[src/rtl/cpu_muldiv_seq_if.sv]
// Execute-stage multiply request/response bundle between EX and the
// iterative multiply sequencer.
interface cpu_muldiv_seq_if #(
  parameter int WIDTH = 32
);
  logic             cpu_stall;
  logic             req;
  logic             req_hi;
  logic [WIDTH-1:0] req_x;
  logic [WIDTH-1:0] req_y;
  logic             flush;
  logic             ex_stall;
  logic [WIDTH-1:0] result;
  logic             result_valid;
  logic             busy;

  modport master (
    output cpu_stall, req, req_hi, req_x, req_y, flush,
    input  ex_stall, result, result_valid, busy
  );

  modport slave (
    input  cpu_stall, req, req_hi, req_x, req_y, flush,
    output ex_stall, result, result_valid, busy
  );
endinterface

[src/rtl/cpu_muldiv_seq.sv]
// Iterative signed multiply sequencer for the execute stage. Multiplies
// operand magnitudes STEPS bits per cycle, applies the sign at the end and
// keeps the last full product so a lo/hi pair costs a single multiply.
//
// state | meaning
// IDLE  | no multiply in flight; cache hits answered combinationally
// RUN   | shift-add iterations, counter counts down from N
// DONE  | sign applied, product cached, selected word returned
module cpu_muldiv_seq #(
  parameter int WIDTH = 32,
  parameter int STEPS = 1
) (
  input logic             clk,
  input logic             rst,
  cpu_muldiv_seq_if.slave bus
);
  localparam int N  = WIDTH / STEPS;
  localparam int CW = $clog2(N + 1);

  typedef enum logic [1:0] {IDLE, RUN, DONE} state_t;

  state_t             state_q, state_d;
  logic [CW-1:0]      cnt_q;
  logic [2*WIDTH-1:0] acc_q;
  logic [2*WIDTH-1:0] mcand_q;
  logic [WIDTH-1:0]   mplier_q;
  logic               neg_q;
  logic [2*WIDTH-1:0] cache_q;
  logic [WIDTH-1:0]   cx_q, cy_q;
  logic               cache_valid_q;
  logic [WIDTH-1:0]   result_q;
  logic               ex_stall_q;

  logic               hit;
  logic [WIDTH-1:0]   mag_x, mag_y;
  logic [2*WIDTH-1:0] partial;
  logic [2*WIDTH-1:0] product;
  logic               load, step, wr_cache, rv;
  logic               ex_stall_c;
  logic [WIDTH-1:0]   res_word;

  // Operand magnitudes, cache compare, signed product and this cycle's partial sum.
  always_comb begin
    hit     = cache_valid_q && (bus.req_x == cx_q) && (bus.req_y == cy_q);
    // Negating 0x80000000 leaves 0x80000000, which read unsigned is 2^31.
    mag_x   = bus.req_x[WIDTH-1] ? -bus.req_x : bus.req_x;
    mag_y   = bus.req_y[WIDTH-1] ? -bus.req_y : bus.req_y;
    product = neg_q ? -acc_q : acc_q;
    partial = '0;
    for (int i = 0; i < STEPS; i++) begin
      if (mplier_q[i]) partial = partial + (mcand_q << i);
    end
  end

  // Next-state and handshake outputs; cpu_stall freezes everything.
  always_comb begin
    state_d    = state_q;
    ex_stall_c = 1'b0;
    rv         = 1'b0;
    res_word   = result_q;
    load       = 1'b0;
    step       = 1'b0;
    wr_cache   = 1'b0;
    if (bus.cpu_stall) begin
      ex_stall_c = ex_stall_q;
    end else if (bus.flush) begin
      state_d = IDLE;
    end else begin
      case (state_q)
        IDLE: begin
          if (bus.req) begin
            if (hit) begin
              rv       = 1'b1;
              res_word = bus.req_hi ? cache_q[2*WIDTH-1:WIDTH] : cache_q[WIDTH-1:0];
            end else begin
              load       = 1'b1;
              ex_stall_c = 1'b1;
              state_d    = RUN;
            end
          end
        end
        RUN: begin
          if (!bus.req) begin
            state_d = IDLE;
          end else begin
            step       = 1'b1;
            ex_stall_c = 1'b1;
            if (cnt_q == CW'(1)) state_d = DONE;
          end
        end
        DONE: begin
          rv       = 1'b1;
          wr_cache = 1'b1;
          res_word = bus.req_hi ? product[2*WIDTH-1:WIDTH] : product[WIDTH-1:0];
          state_d  = IDLE;
        end
        default: state_d = IDLE;
      endcase
    end
  end

  // FSM state register and last-driven ex_stall.
  always_ff @(posedge clk) begin
    if (rst) begin
      state_q    <= IDLE;
      ex_stall_q <= 1'b0;
    end else if (!bus.cpu_stall) begin
      state_q    <= state_d;
      ex_stall_q <= ex_stall_c;
    end
  end

  // Datapath: operand latch, shift-add iteration, product cache and held result.
  always_ff @(posedge clk) begin
    if (rst) begin
      cnt_q         <= '0;
      acc_q         <= '0;
      mcand_q       <= '0;
      mplier_q      <= '0;
      neg_q         <= 1'b0;
      cache_q       <= '0;
      cx_q          <= '0;
      cy_q          <= '0;
      cache_valid_q <= 1'b0;
      result_q      <= '0;
    end else if (!bus.cpu_stall) begin
      if (rv) result_q <= res_word;
      if (load) begin
        cnt_q    <= CW'(N);
        acc_q    <= '0;
        mcand_q  <= {{WIDTH{1'b0}}, mag_x};
        mplier_q <= mag_y;
        neg_q    <= bus.req_x[WIDTH-1] ^ bus.req_y[WIDTH-1];
      end
      if (step) begin
        acc_q    <= acc_q + partial;
        mcand_q  <= mcand_q << STEPS;
        mplier_q <= mplier_q >> STEPS;
        cnt_q    <= cnt_q - 1'b1;
      end
      if (wr_cache) begin
        cache_q       <= product;
        cx_q          <= bus.req_x;
        cy_q          <= bus.req_y;
        cache_valid_q <= 1'b1;
      end
    end
  end

  assign bus.ex_stall     = ex_stall_c;
  assign bus.result       = res_word;
  assign bus.result_valid = rv;
  assign bus.busy         = (state_q != IDLE);

endmodule

[src/flat_wrapper.sv]
// flat-port wrapper written by rule: the top's interface ports become plain ports
module cpu_muldiv_seq_flat 
#(
  parameter int WIDTH = 32,
  parameter int STEPS = 1
)
  (clk, rst, bus_cpu_stall, bus_req, bus_req_hi, bus_req_x, bus_req_y, bus_flush, bus_ex_stall, bus_result, bus_result_valid, bus_busy);
  cpu_muldiv_seq_if #(.WIDTH(WIDTH)) bus_i ();
  input logic clk;
  input logic rst;
  input wire logic [$bits(bus_i.cpu_stall)-1:0] bus_cpu_stall;
  input wire logic [$bits(bus_i.req)-1:0] bus_req;
  input wire logic [$bits(bus_i.req_hi)-1:0] bus_req_hi;
  input wire logic [$bits(bus_i.req_x)-1:0] bus_req_x;
  input wire logic [$bits(bus_i.req_y)-1:0] bus_req_y;
  input wire logic [$bits(bus_i.flush)-1:0] bus_flush;
  output wire logic [$bits(bus_i.ex_stall)-1:0] bus_ex_stall;
  output wire logic [$bits(bus_i.result)-1:0] bus_result;
  output wire logic [$bits(bus_i.result_valid)-1:0] bus_result_valid;
  output wire logic [$bits(bus_i.busy)-1:0] bus_busy;
  assign bus_i.cpu_stall = bus_cpu_stall;
  assign bus_i.req = bus_req;
  assign bus_i.req_hi = bus_req_hi;
  assign bus_i.req_x = bus_req_x;
  assign bus_i.req_y = bus_req_y;
  assign bus_i.flush = bus_flush;
  assign bus_ex_stall = bus_i.ex_stall;
  assign bus_result = bus_i.result;
  assign bus_result_valid = bus_i.result_valid;
  assign bus_busy = bus_i.busy;
  cpu_muldiv_seq #(.WIDTH(WIDTH), .STEPS(STEPS)) u_core (.clk(clk), .rst(rst), .bus(bus_i));
endmodule
[config.mk]
export PLATFORM = sky130hd
export DESIGN_NAME = cpu_muldiv_seq_flat
export DESIGN_NICKNAME = d
export VERILOG_FILES = /design/src/rtl/cpu_muldiv_seq_if.sv /design/src/rtl/cpu_muldiv_seq.sv /design/src/flat_wrapper.sv
export SDC_FILE = /design/constraint.sdc
export NUM_CORES = 1
export LEC_CHECK = 0
export BUFFER_PORTS_ARGS = -buffer_cell sky130_fd_sc_hd__buf_2
export CAP_MARGIN = 20
export CORE_MARGIN = 2
export CORE_UTILIZATION = 60
export CTS_CLUSTER_SIZE = 28
export DETAILED_ROUTE_END_ITERATION = 10
export PLACE_DENSITY = 0.78
export SLEW_MARGIN = 5
export SYNTH_ARGS = -nofsm -noshare
export SYNTH_HDL_FRONTEND = slang
export SYNTH_SLANG_ARGS = --single-unit
[constraint.sdc]
create_clock -name clk -period 7.88 [get_ports clk]
set_input_delay 0 -clock clk [delete_from_list [all_inputs] [get_ports clk]]
set_output_delay 0 -clock clk [all_outputs]
set_load 0.005 [all_outputs]
==> flow_summary.toml <==
[floorplan]
pin_count = 105
die_w_um = 188.5
core_area_um2 = 33530
initial_utilization_pct = 60.89
rows = 67
dieArea_um2 = 35520
fp.dieH_um = 188.5

[global_routing]
track_usage_pct = 34.93
grt_pass1_vias = 19055
grt_pass1_wl_mm = 101.0
grt_overflow = 0
antenna_found_initial = 1
grt_start_max_net_pins = 104

[clocking]
cts-root-buf = "clkbuf_16"
cts-hold-fix-buffers = 93
clkSlewWorstSetupHoldPaths_ns = 0.06
cts_resized = 0
htree_levels = 2
clockBufferDepth = 3
worstSkewPairLatency_ns = 0.57
postCtsSetupBuffers = 0
clock_sinks = 331
tritoncts = "done"
cts_buffers = 39

[power]
peakVddDrop_mv = 0.1874
power_w = 0.003884
p_leak_nw = 9.148
p_per_area_nw_per_um2 = 167.3

[outcome]
status = "finished, final reports clean"

[setup_path]
path_cells = "xor2_1 > nor4_1 > nand4_1 > nor4_2 > nand3_1 > buf_4 > nor2_1 > nor2_1 > a221o_1 > buf_2"
critPathArrivalTime_ns = 5.16
critPathBufInv = 2
crit_path_top_delay_cell = "nor4_2"
rrSetupSlack_ns = 2.73
path_max_fanout = 37
crit-reg2reg-launch = "u_core.cy_q[1]"
worstSetupStartpointType = "flip-flop"
cp-end-kind = "primary output"
cpPeakStageDelay_ns = 1.01
criticalPathCategory = "reg -> out"
worstPathRequired_ns = 7.88
ff2ff_path_depth = 12
reg2reg_to = "u_core.acc_q[43]"
path_delay_family = "simple AND/OR/NAND/NOR gates"
crit_top_cell = "nor2_1"

[routing]
ant_nets = 0
drt_pass1_iterations = 6
maxUsedRoutingLayer = "met4"
vias = 20279
drc = 0
drt_iter0_markers = 1786
wl_per_cell_um = 19.75
via_per_inst = 6.276
wl_met1_mm = 25.93
dr_wl_met2_mm = 29.65
wirelength_mm = 63.80
route.met3.wl_mm = 5.093

[sta]
fmax_mhz = 193.9
tightest_slew_ns = 1.121
timing.final.crit_period_ns = 5.158
hold_violations = 0
tns_ns = 0
maxSlewHeadroom_pct = 24.66
skew_ns = 0.02581
slew_viol_final = 0
period_share_pct = 65.45
setup_viol = 0
rsz0062_at_grt = "no"

[logic_synthesis]
ys_top_cells_by_area = "dfxtp_1, nand2_1, a21oi_1"
ys_types = 82
netlist_area_um2 = 20420
synth.top_cell.area_share_pct = 32.45
syn_inst = 2692
ys_warn_count = 0
synth_flop_cell = "dfxtp_1"
yosys.area.top_type = "dfxtp_1"
synth-edff-count = 0
avgSynthCellArea_um2 = 7.584
ys_ff_latch = 331
syn_nets = 2831
synthArstFlopShare_pct = 0
yosysSeqAreaShare_pct = 32.45

[finish]
layout-drive-gt1-share_pct = 8.519
area_growth_pct = 13.70
final_area_um2 = 23210
layout.nets = 2896

[run]
maxCapViolations = 0

[worst_hold_path]
worst_hold_path.endpoint = "u_core.cy_q[31]"
min_path_cells = 3
hold_path_class = "in -> reg"
min_from = "bus_req_y[31]"

[placed_design]
placed_cell_area_um2 = 20950
gp_congestion = 0.9329
port_buffers = 104
dp_hpwl_mm = 42.98
==> area by class of cell <==
class                   instances  area [um^2]
clock inverters                11        175.2
repair buffers                214         1589
well taps                     448        560.5
fillers                      2767        10320
diodes                          1        2.502
inverters                      36        135.1
clock buffers                  55         1157
flip-flops and latches        331         6628
multi-input cells            2135        12970
==> synthesized netlist by cell type (all sizes together), types with 24 or more instances <==
master / n
a211oi: 54
a21o: 32
a21oi: 282
a22oi: 35
and2: 68
clkbuf: 168
dfxtp: 331
ha: 68
inv: 36
mux2i: 30
nand2: 407
nand3: 89
nor2: 251
nor2b: 30
nor3: 58
nor4: 26
o21ai: 119
o31ai: 42
or3: 24
xnor2: 93
xor2: 135
==> how the worst max path moves through the flow <==
stage / from / end / slack (ns) / cells past startpoint
finish: u_core.cy_q[1] / bus_result[16] / 2.72 / 10
global route: u_core.cy_q[11] / u_core.acc_q[43] / 2.48 / 12
floorplan: u_core.mplier_q[0] / u_core.acc_q[56] / 4.23 / 15
global placement: u_core.cy_q[2] / u_core.acc_q[63] / 3.07 / 12
detailed placement: u_core.cy_q[2] / u_core.acc_q[63] / 3.01 / 12
CTS: u_core.cy_q[2] / u_core.acc_q[63] / 2.99 / 12
==> kinds of logic after synthesis <==
logic type | count (synthesis) | share of synthesized area (%)
buffers and inverters | 226 | 4.284
and+or+nand+nor | 1053 | 24.05
xor gates and xnor gates | 228 | 9.781
muxes | 43 | 2.243
DFF | 331 | 32.45
AOI/OAI and AO/OA | 742 | 22.92
adders and majority gates | 69 | 4.265
==> metal layers <==
| metal | global-route usage [%] | up-vias |
|---|---|---|
| li1 | - | 9670 |
| met1 | 44.13 | 9498 |
| met2 | 58.20 | 929 |
| met3 | 6.016 | 182 |
| met4 | 16.08 | 0 |
| met5 | 0 | - |
==> sequential cells by signal, summed over array words and instances (netlist names), 2 cells and up <==
signal / flops
u_core.cache_q: 64
u_core.acc_q: 64
u_core.state_q: 2
u_core.mplier_q: 32
u_core.result_q: 32
u_core.cnt_q: 6
u_core.cx_q: 32
u_core.cy_q: 32
u_core.mcand_q: 64
==> through the flow <==
stage	setup WS (ns)	std cells	util (%)	hold slack, ns
detailed placement	3.011	3071	62.47	0.3055
floorplan	4.233	2692	-	0.1360
finish	2.722	3231	69.23	0.06541
CTS	2.992	3230	69.22	0.01564
global route	2.480	3231	69.23	0.06784
global placement	3.070	3071	62.47	0.2938
==> power by group <==
part	total [W]	switching [W]	leakage, nW	internal [W]
Combinational	0.000287	0.000181	5.82	0.000106
Sequential	0.00171	0.0000163	2.67	0.00169
Clock	0.00189	0.000735	0.651	0.00115
==> worst min-delay path: stages <==
cell and delay, ns:
buf_2 0.32, nand2_1 0.17, a21oi_1 0.07
==> cells in the final DEF, fill, tap and decap left out, drive strengths merged, types with 12 or more instances in the layout <==
| master | n |
|---|---|
| nand2b | 19 |
| mux2i | 30 |
| and3 | 12 |
| or3 | 24 |
| nand4 | 19 |
| nand2 | 407 |
| o22ai | 21 |
| dlygate4sd3 | 93 |
| xor2 | 135 |
| a21o | 32 |
| buf | 121 |
| a211oi | 54 |
| inv | 37 |
| o31ai | 42 |
| a22oi | 35 |
| o21ai | 119 |
| nor4 | 26 |
| a21oi | 282 |
| or4 | 21 |
| xnor2 | 93 |
| nor2b | 30 |
| o21a | 13 |
| ha | 68 |
| o41ai | 18 |
| a31oi | 22 |
| nor2 | 251 |
| nand3 | 89 |
| and2 | 68 |
| a221oi | 12 |
| clkbuf | 55 |
| nor3 | 58 |
| dfxtp | 331 |
| o21bai | 12 |
| a2111oi | 19 |
| mux2 | 12 |
(Power assumes the default switching activity.)
